**src/rtl/lfsrcheck_pkg.sv**
```systemverilog
// Shared definitions for the LFSR equivalence checker: FSM state encoding
// and MISR constants.
package lfsrcheck_pkg;

  typedef enum logic [1:0] {
    IDLE = 2'd0,
    RUN  = 2'd1,
    DONE = 2'd2
  } state_t;

  localparam logic [15:0] SIG_POLY = 16'h1021;
  localparam logic [15:0] SIG_INIT = 16'hFFFF;

endpackage

```
**src/rtl/lfsr_check_misr.sv**
```systemverilog
// 16-bit MISR over the Fibonacci bit stream. The top instantiates it only
// when LFSR_CHECK_SIGNATURE_EN is defined.
module lfsr_check_misr
  import lfsrcheck_pkg::*;
(
  input  logic        CLK,
  input  logic        RST,
  input  logic        i_clear,
  input  logic        i_step,
  input  logic        i_bit,
  output logic [15:0] o_sig
);

  logic [15:0] r_sig;

  function automatic logic [15:0] misr_step(input logic [15:0] sig, input logic b);
    return {sig[14:0], 1'b0} ^ ((sig[15] ^ b) ? SIG_POLY : 16'h0000);
  endfunction

  // Signature register: reset and run start both reload the seed; each accepted beat steps it.
  always_ff @(posedge CLK) begin
    // NOTE: reset is synchronous here, so it lives inside the clocked branch
    // and takes priority over every other update in the same cycle.
    if (RST || i_clear) begin
      r_sig <= SIG_INIT;
    end else if (i_step) begin
      r_sig <= misr_step(r_sig, i_bit);
    end
  end

  assign o_sig = r_sig;

endmodule

```
**config.mk**
```make
export PLATFORM = sky130hd
export DESIGN_NAME = lfsr_check_misr
export DESIGN_NICKNAME = d
export VERILOG_FILES = /design/src/rtl/lfsrcheck_pkg.sv /design/src/rtl/lfsr_check_misr.sv
export SDC_FILE = /design/constraint.sdc
export NUM_CORES = 1
export LEC_CHECK = 0
export CAP_MARGIN = 15
export CORE_MARGIN = 8
export CORE_UTILIZATION = 42
export CTS_CLUSTER_DIAMETER = 150
export CTS_CLUSTER_SIZE = 14
export DETAILED_ROUTE_END_ITERATION = 16
export GPL_TIMING_DRIVEN = 0
export PLACE_DENSITY_LB_ADDON = 0.25
export SLEW_MARGIN = 15
export SYNTH_ARGS = -nofsm -noshare
export SYNTH_HDL_FRONTEND = slang
export SYNTH_SLANG_ARGS = --single-unit
```
**constraint.sdc**
```tcl
create_clock -name CLK -period 1.3 [get_ports CLK]
set_clock_uncertainty 0.2 [all_clocks]
set_input_delay 0.195 -clock CLK [delete_from_list [all_inputs] [get_ports CLK]]
set_output_delay 0.195 -clock CLK [all_outputs]
set_load 0.01 [all_outputs]
```
# Word level (Yosys, flattened, before mapping)
# Index checks and enable logic that the tools add are counted.
dict set report word_totals {
  reg_bits 16
  input_bits 5
  elab_cells 5
}
dict set report classes {
  n_mux 1
  bitwise 2
  n_reduce_logical 1
}
# op n
set op_table {}
lappend op_table {{bitwise XOR 16 x 13 -> 16 bit} 1}
lappend op_table {{2-to-1 mux 13 bit} 1}
lappend op_table {{logical OR 1 bit} 1}
lappend op_table {{bitwise XOR 1 bit} 1}

# Logic depth before layout (Yosys ltp)
# Gate-level depths: netlist (run 1).
dict set report logic_depth {
  ltp_word 3
  mapped_depth 4
}

# Worst setup path after synthesis (run 1)
# Ideal clock, no wire load.
dict set report synth_path {
  kind {register to register}
  from {register r_sig[15] (netlist: o_sig[15])}
  to {register r_sig[12] (netlist: o_sig[12])}
  setup_time_ps 79
  arrival_ps 970
  t_required_ps 1021
  path_slack_ps 51
  path_stages_with_launch 3
  path_cell_list {dfxtp_1 -> xnor3_1 -> o211ai_1}
}
dict set report synth_between {
  elab_chain_len 3
}
# element line
set synth_rtl {}
lappend synth_rtl {{start, declared} lfsr_check_misr.sv:14} ;# logic [15:0] r_sig;
lappend synth_rtl {{start signal, assigned} lfsr_check_misr.sv:27} ;# r_sig <= misr_step(r_sig, i_bit);
lappend synth_rtl {{bitwise XOR 1 bit} lfsr_check_misr.sv:17} ;# return {sig[14:0], 1'b0} ^ ((sig[15] ^ b) ? SIG_POLY : 16'h0000);
lappend synth_rtl {{2-to-1 mux 13 bit} lfsr_check_misr.sv:17}
lappend synth_rtl {{bitwise XOR 16 x 13 -> 16 bit} lfsr_check_misr.sv:17}
# No other way between the ends.
# A chain may end at the register's enable or synchronous reset.

# Worst setup path in the final report (run 1)
dict set report layout_path {
  from {register r_sig[14] (netlist: o_sig[14])}
  to {output o_sig[14]}
}
# element line
set layout_rtl {}
lappend layout_rtl {{end, declared} lfsr_check_misr.sv:11} ;# output logic [15:0] o_sig
# No word-level cell between the ends.

==> results of run 1 <==
per-stage QoR:
step | instances | cell area (um^2) | setup TNS, ps | util, %
finish | 95 | 855.8 | 0 | 59.58
global route | 95 | 855.8 | 0 | 59.58
detailed placement | 91 | 829.5 | -4519 | 57.75
CTS | 94 | 872.1 | 0 | 60.71
floorplan | 56 | 619.3 | 0 | -
global placement | 91 | 829.5 | -4365 | 57.75
cells in the final DEF (no fill, tap or decap), types with 3 or more instances in the layout:
cell type,n
clkdlybuf4s15_2,9
dfxtp_2,7
nand2_1,13
clkbuf_2,7
clkdlybuf4s50_1,3
nand2b_1,3
o211ai_1,3
dfxtp_1,8
clkbuf_4,3
mux2i_1,13
Yosys cell counts:
master	n	share of area, %
buf_2	2	1.6
buf_4	1	1.2
dfxtp_1	16	52
inv_1	1	0.61
mux2i_1	13	21
nand2_1	13	7.9
nand2b_1	3	3.0
nor2_1	1	0.61
o211ai_1	3	3.6
xnor2_1	1	1.4
xnor3_1	2	7.3
cell families (layout without fill, tap and decap cells):
family                 count (synthesis)  count (layout)  synth area share [%]
AO/OA/AOI/OAI                          3               3                 3.636
XOR/XNOR                               3               3                 8.687
buffers and inverters                  4              27                 3.434
flip-flops                            16              16                 51.72
multiplexers                          13              13                 21.01
AND/OR/NAND/NOR                       17              17                 11.52
per-layer routing:
metal | GRT usage (%) | vias up | wire [um]
met5 | 0 | - | 0
met4 | 4.918 | 0 | 30
met3 | 3.261 | 5 | 111
met2 | 15.46 | 18 | 581
met1 | 11.57 | 224 | 610
li1 | - | 232 | -
power groups by stage:
stage                     combinational, W  clock, W  sequential, W
after floorplan                  0.0000396         0       0.000513
after global placement           0.0000697         0       0.000511
after detailed placement         0.0000712         0       0.000511
after CTS                        0.0000711  0.000261       0.000497
after global routing             0.0000775  0.000276       0.000499
final                            0.0000707  0.000261       0.000497
repair_timing:
action | CTS | global route
gates resized for setup | 46 | 13
setup buffers | 0 | 1
setup endpoints to repair | 28 | 23
hold endpoints to repair | 0 | 0
path summary, 6_finish.rpt:
check | to | startpoint | depth (start not counted) | slack, ps
max | o_sig[14] | o_sig[14] | 1 | 10
min | o_sig[11] | i_step | 3 | 50
max reg2reg | o_sig[5] | o_sig[15] | 2 | 80
min reg2reg | o_sig[2] | o_sig[2] | 2 | 290
layout make-up:
class                      count  area share [%]
buffer                         3           2.047
multi-input combinational     36           33.33
tap                           16           2.339
inverter                       1          0.4386
sequential                    16           38.89
clock buffer                   3           2.632
timing repair buffer          20           20.32
==> summary.txt, run 1 <==
Status
  – Status: finished clean

Synth
  – Post-Syn Area: 619.3 um^2
  – YS warnings: 0
  – Cell count after synthesis: 56
  – Sequential area share after synthesis: 51.72%
  – Mapped Nets: 61
  – Avg Cell Area, Syn: 11.06 um^2
  – Synth unique cells: 11
  – FF+latch count, synth: 16

Timing
  – Final period util: 98.95%
  – Endpoints failing setup: 0
  – Unrepaired setup endpoints after global routing: false
  – Final hold viol count: 0
  – Fmax: 777.4 MHz
  – Slew @ Worst Pin: 149.6 ps
  – Slew HR: 89.74%
  – Pins Over Slew Limit: 0
  – Final WS setup: 13.67 ps
  – Hold slack: 53.14 ps
  – Period minus WS final: 1286 ps

Global route
  – Pin count of the biggest net entering global routing: 11
  – First-pass GRT wire length: 2152 um
  – Grt total ovfl: 0
  – GRT Total Usage: 9.775%
  – Initial antenna violation count: 0
  – Number of global-route vias before repair: 473

Route
  – DRT Pass-1 Iters: 1
  – # DRC: 0
  – Wire length per cell: 14.04 um
  – Vias: 479
  – Drt total wl: 1334 um
  – Antenna-violating nets left: 0
  – Initial DRC count: 0
  – Vias/cell: 5.042

Worst setup path
  – CP Capture Type: output pin
  – Slowest stage cell, crit path: dfxtp_1
  – Delay-heaviest family, CP: flip-flops
  – WP data arrival: 890 ps
  – Worst setup SP type: register
  – CP max stage delay: 370 ps
  – Type of the worst setup path: reg -> out
  – Worst path cell trace: clkdlybuf4s15_2
  – WP buf/inv: 1
  – Crit path required time: 900 ps
  – Crit path max fanout: 3

Power
  – Leak pwr: 0.3930 nW
  – Worst IR Drop VDD: 0.5468 mV
  – Sw frac: 23.20%
  – Internal power: 0.0006364 W
  – Power Total: 0.0008287 W
  – Net Switching: 0.0001923 W
  – Flop pwr share: 60.0%
  – Combinational power share: 8.5%
  – Clk pwr share: 31.4%
  – Power per cell area: 968.3 mW/mm^2

Layout
  – Filler Cells Inserted: 139
  – Fraction of layout instances using a drive strength above 1: 40.51%
  – Synth-to-Final Area Change: 38.18%
  – Sequential cell area: 332.8 um^2
  – Fin nets: 86
  – Footprint of the multi-input gates: 285.3 um^2
  – Largest register FFs: 16
  – Antenna Cells: 0

Floorplan
  – Die Y: 54.40 um
  – Ports: 21
  – Core area: 0.001436 mm^2
  – Number of cell rows: 14
  – Die area: 0.002959 mm^2
  – Initial core utilization: 43.12%
  – Die Wd: 54.40 um

CTS
  – H-tree levels: 1
  – Root buffer cell: clkbuf_4
  – CTS tree: yes
  – Hold buffers post-CTS: 0
  – CTS Sinks: 16
  – Num CTS Buffers: 3
  – Reg clk slew, reported paths: 90 ps
  – Clk_lat worst skew: 290 ps
  – Max clock buf depth: 2

Min path
  – Worst min-delay path category: in -> reg

Job
  – Max-cap viol count: 0

Place
  – Post-place setup slack: -373.9 ps
  – I/O Buffers: 19
  – RD Place Congestion: 0.7092
Power figures use the tool's default switching activity.
==> run 2, diff against run 1 <==
--- a/config.mk
+++ b/config.mk
@@ -7,7 +7,7 @@
 export LEC_CHECK = 0
 export CAP_MARGIN = 15
 export CORE_MARGIN = 8
-export CORE_UTILIZATION = 42
+export CORE_UTILIZATION = 45
 export CTS_CLUSTER_DIAMETER = 150
 export CTS_CLUSTER_SIZE = 14
 export DETAILED_ROUTE_END_ITERATION = 16
==> constraint.sdc (replaced) <==
create_clock -name CLK -period 1.5 [get_ports CLK]
set_clock_uncertainty 0.2 [all_clocks]
set_input_delay 0.225 -clock CLK [delete_from_list [all_inputs] [get_ports CLK]]
set_output_delay 0.225 -clock CLK [all_outputs]
set_load 0.01 [all_outputs]
==> run 2 against run 1 <==
Cell area fell by 1.2%. Critical path type unchanged. Sequential power fell by 13%. Non-clock buffer count fell by 1. First-iteration DRC count rose by 5. Clock power rose by 11%. Global-route usage rose by 0.93 points. Largest cell class unchanged. Routed wire length fell by 0.60%. Power fell by 6.0%.
==> summary.txt, run 2 (synthesis gave the netlist of run 1 again) <==
Worst setup path
  – Delay-heaviest family, CP: flip-flops
  – CP Capture Type: output pin
  – Crit path max fanout: 3
  – Slowest stage cell, crit path: dfxtp_1
  – WP buf/inv: 1
  – WP data arrival: 990 ps
  – R2R depth: 2
  – Worst path cell trace: dlygate4sd2_1
  – Type of the worst setup path: reg -> out
  – Worst reg-to-reg setup slack: 300 ps
  – R2r startpoint: o_sig[15]
  – CP max stage delay: 400 ps
  – Crit path required time: 1070 ps
  – R2R Path End: o_sig[5]
  – Worst setup SP type: register

Floorplan
  – Ports: 21
  – Number of cell rows: 13
  – Die Wd: 53.10 um
  – Initial core utilization: 47.60%
  – Die area: 0.002820 mm^2
  – Die Y: 53.10 um
  – Core area: 0.001301 mm^2

Global route
  – Grt total ovfl: 0
  – Initial antenna violation count: 0
  – Met2 Use GR: 17.58%
  – GRT Total Usage: 10.70%
  – Pin count of the biggest net entering global routing: 11
  – Number of global-route vias before repair: 461
  – Busiest layer in global routing: met2
  – First-pass GRT wire length: 2152 um
  – M1 GR Usage: 11.13%
  – GR Layer Usage met3: 3.641%

Layout
  – Final Non-Filler Cells: 94
  – Filler Cells Inserted: 137
  – Synth-to-Final Area Change: 36.57%
  – Largest register FFs: 16
  – Commonest non-fill, non-tap cell in the layout: dlygate4sd2_1
  – Fin nets: 85
  – Fraction of layout instances using a drive strength above 1: 10.13%
  – Footprint of the multi-input gates: 277.8 um^2
  – Sequential cell area: 321.6 um^2
  – Most frequent cells in the layout: dlygate4sd2_1, dfxtp_1, mux2i_1, nand2_1
  – Antenna Cells: 0

CTS
  – Root buffer cell: clkbuf_4
  – CTS Sinks: 16
  – H-tree levels: 1
  – CTS tree: yes
  – Reg clk slew, reported paths: 100 ps
  – Hold buffers post-CTS: 0
  – Post-CTS Setup Inserts: 0
  – Clk_lat worst skew: 290 ps
  – Max clock buf depth: 2
  – Num CTS Buffers: 3

Route
  – Wire length per cell: 14.11 um
  – # DRC: 0
  – Vias/cell: 4.989
  – DRT Pass-1 Iters: 3
  – Drt total wl: 1326 um
  – Antenna-violating nets left: 0
  – Initial DRC count: 5
  – Vias: 469

Status
  – Status: finished clean

Power
  – Power per cell area: 921.3 mW/mm^2
  – Leak pwr: 0.3590 nW
  – Worst IR Drop VDD: 0.8522 mV

Timing
  – Period minus WS final: 1410 ps
  – Final hold viol count: 0
  – Endpoints failing setup: 0
  – Fmax: 709.1 MHz
  – Slew HR: 71.46%
  – Final period util: 94.01%
  – Hold slack: 83.05 ps
  – Slew @ Worst Pin: 426.5 ps
  – Setup TNS: 0 ps
  – Unrepaired setup endpoints after global routing: false
  – Pins Over Slew Limit: 0

Place
  – RD Place Congestion: 0.7330
  – Detailed Place HPWL: 961.2 um
  – I/O Buffers: 19
  – Dpl cells: 90

Min path
  – Hold path start: i_step
  – Worst Hold Endpoint: o_sig[11]
  – Hold depth: 3
  – Worst min-delay path category: in -> reg

Job
  – Max-cap viol count: 0
run 2: changes by cell type in the layout (fill, tap and decap cells not counted):
| cell | delta |
|---|---|
| nor2_1 | +1 |
| clkbuf_8 | +1 |
| dfxtp_4 | -1 |
| dfxtp_2 | -6 |
| buf_4 | -1 |
| dfxtp_1 | +7 |
| dlygate4sd2_1 | +16 |
| nor2_4 | -1 |
| clkdlybuf4s15_2 | -9 |
| clkbuf_2 | -7 |
run 2: worst max-delay path by stage:
stage | from | to | slack, ps | depth (start not counted)
2_1_floorplan | o_sig[15] | o_sig[12] | 250 | 2
3_3_place_gp | i_clear | o_sig[7] | -180 | 4
3_5_place_dp | i_clear | o_sig[10] | -210 | 4
4_1_cts | o_sig[11] | o_sig[11] | 80 | 1
5_1_grt | i_clear | o_sig[10] | 9 | 4
6_report | o_sig[11] | o_sig[11] | 90 | 1
run 2: cell type report:
cell class	count	area share [%]
well taps	15	2.219
flip-flops and latches	16	38.02
inverters	1	0.4438
clock buffers	4	4.290
repair buffers	19	20.12
multi-input cells	36	32.84
plain buffers	3	2.071
run 2: stage by stage:
stage          total power, W  cell area [um^2]  util (%)  setup WS (ps)
2_1_floorplan       0.0004785             619.3         -          251.3
3_3_place_gp        0.0005027             828.3     63.65         -178.8
3_5_place_dp        0.0005036             828.3     63.65         -211.3
4_1_cts             0.0007910             845.8     65.00          77.01
5_1_grt             0.0008119             845.8     65.00          9.176
6_report            0.0007792             845.8     65.00          89.84
run 2: report_power, final:
part           switching (W)  internal [W]
clock               0.000141      0.000148
sequential        0.00000330      0.000429
combinational      0.0000285     0.0000291
run 2: timing repair:
action | CTS | global route
gates resized for setup | 17 | 0
setup endpoints to repair | 16 | 0
hold endpoints to repair | 0 | 0
run 2: routing by layer:
metal / part of all wire (%) / vias up
met4: 1.9 / 0
met1: 40 / 221
met5: 0 / -
met2: 51 / 12
li1: - / 232
met3: 6.6 / 4
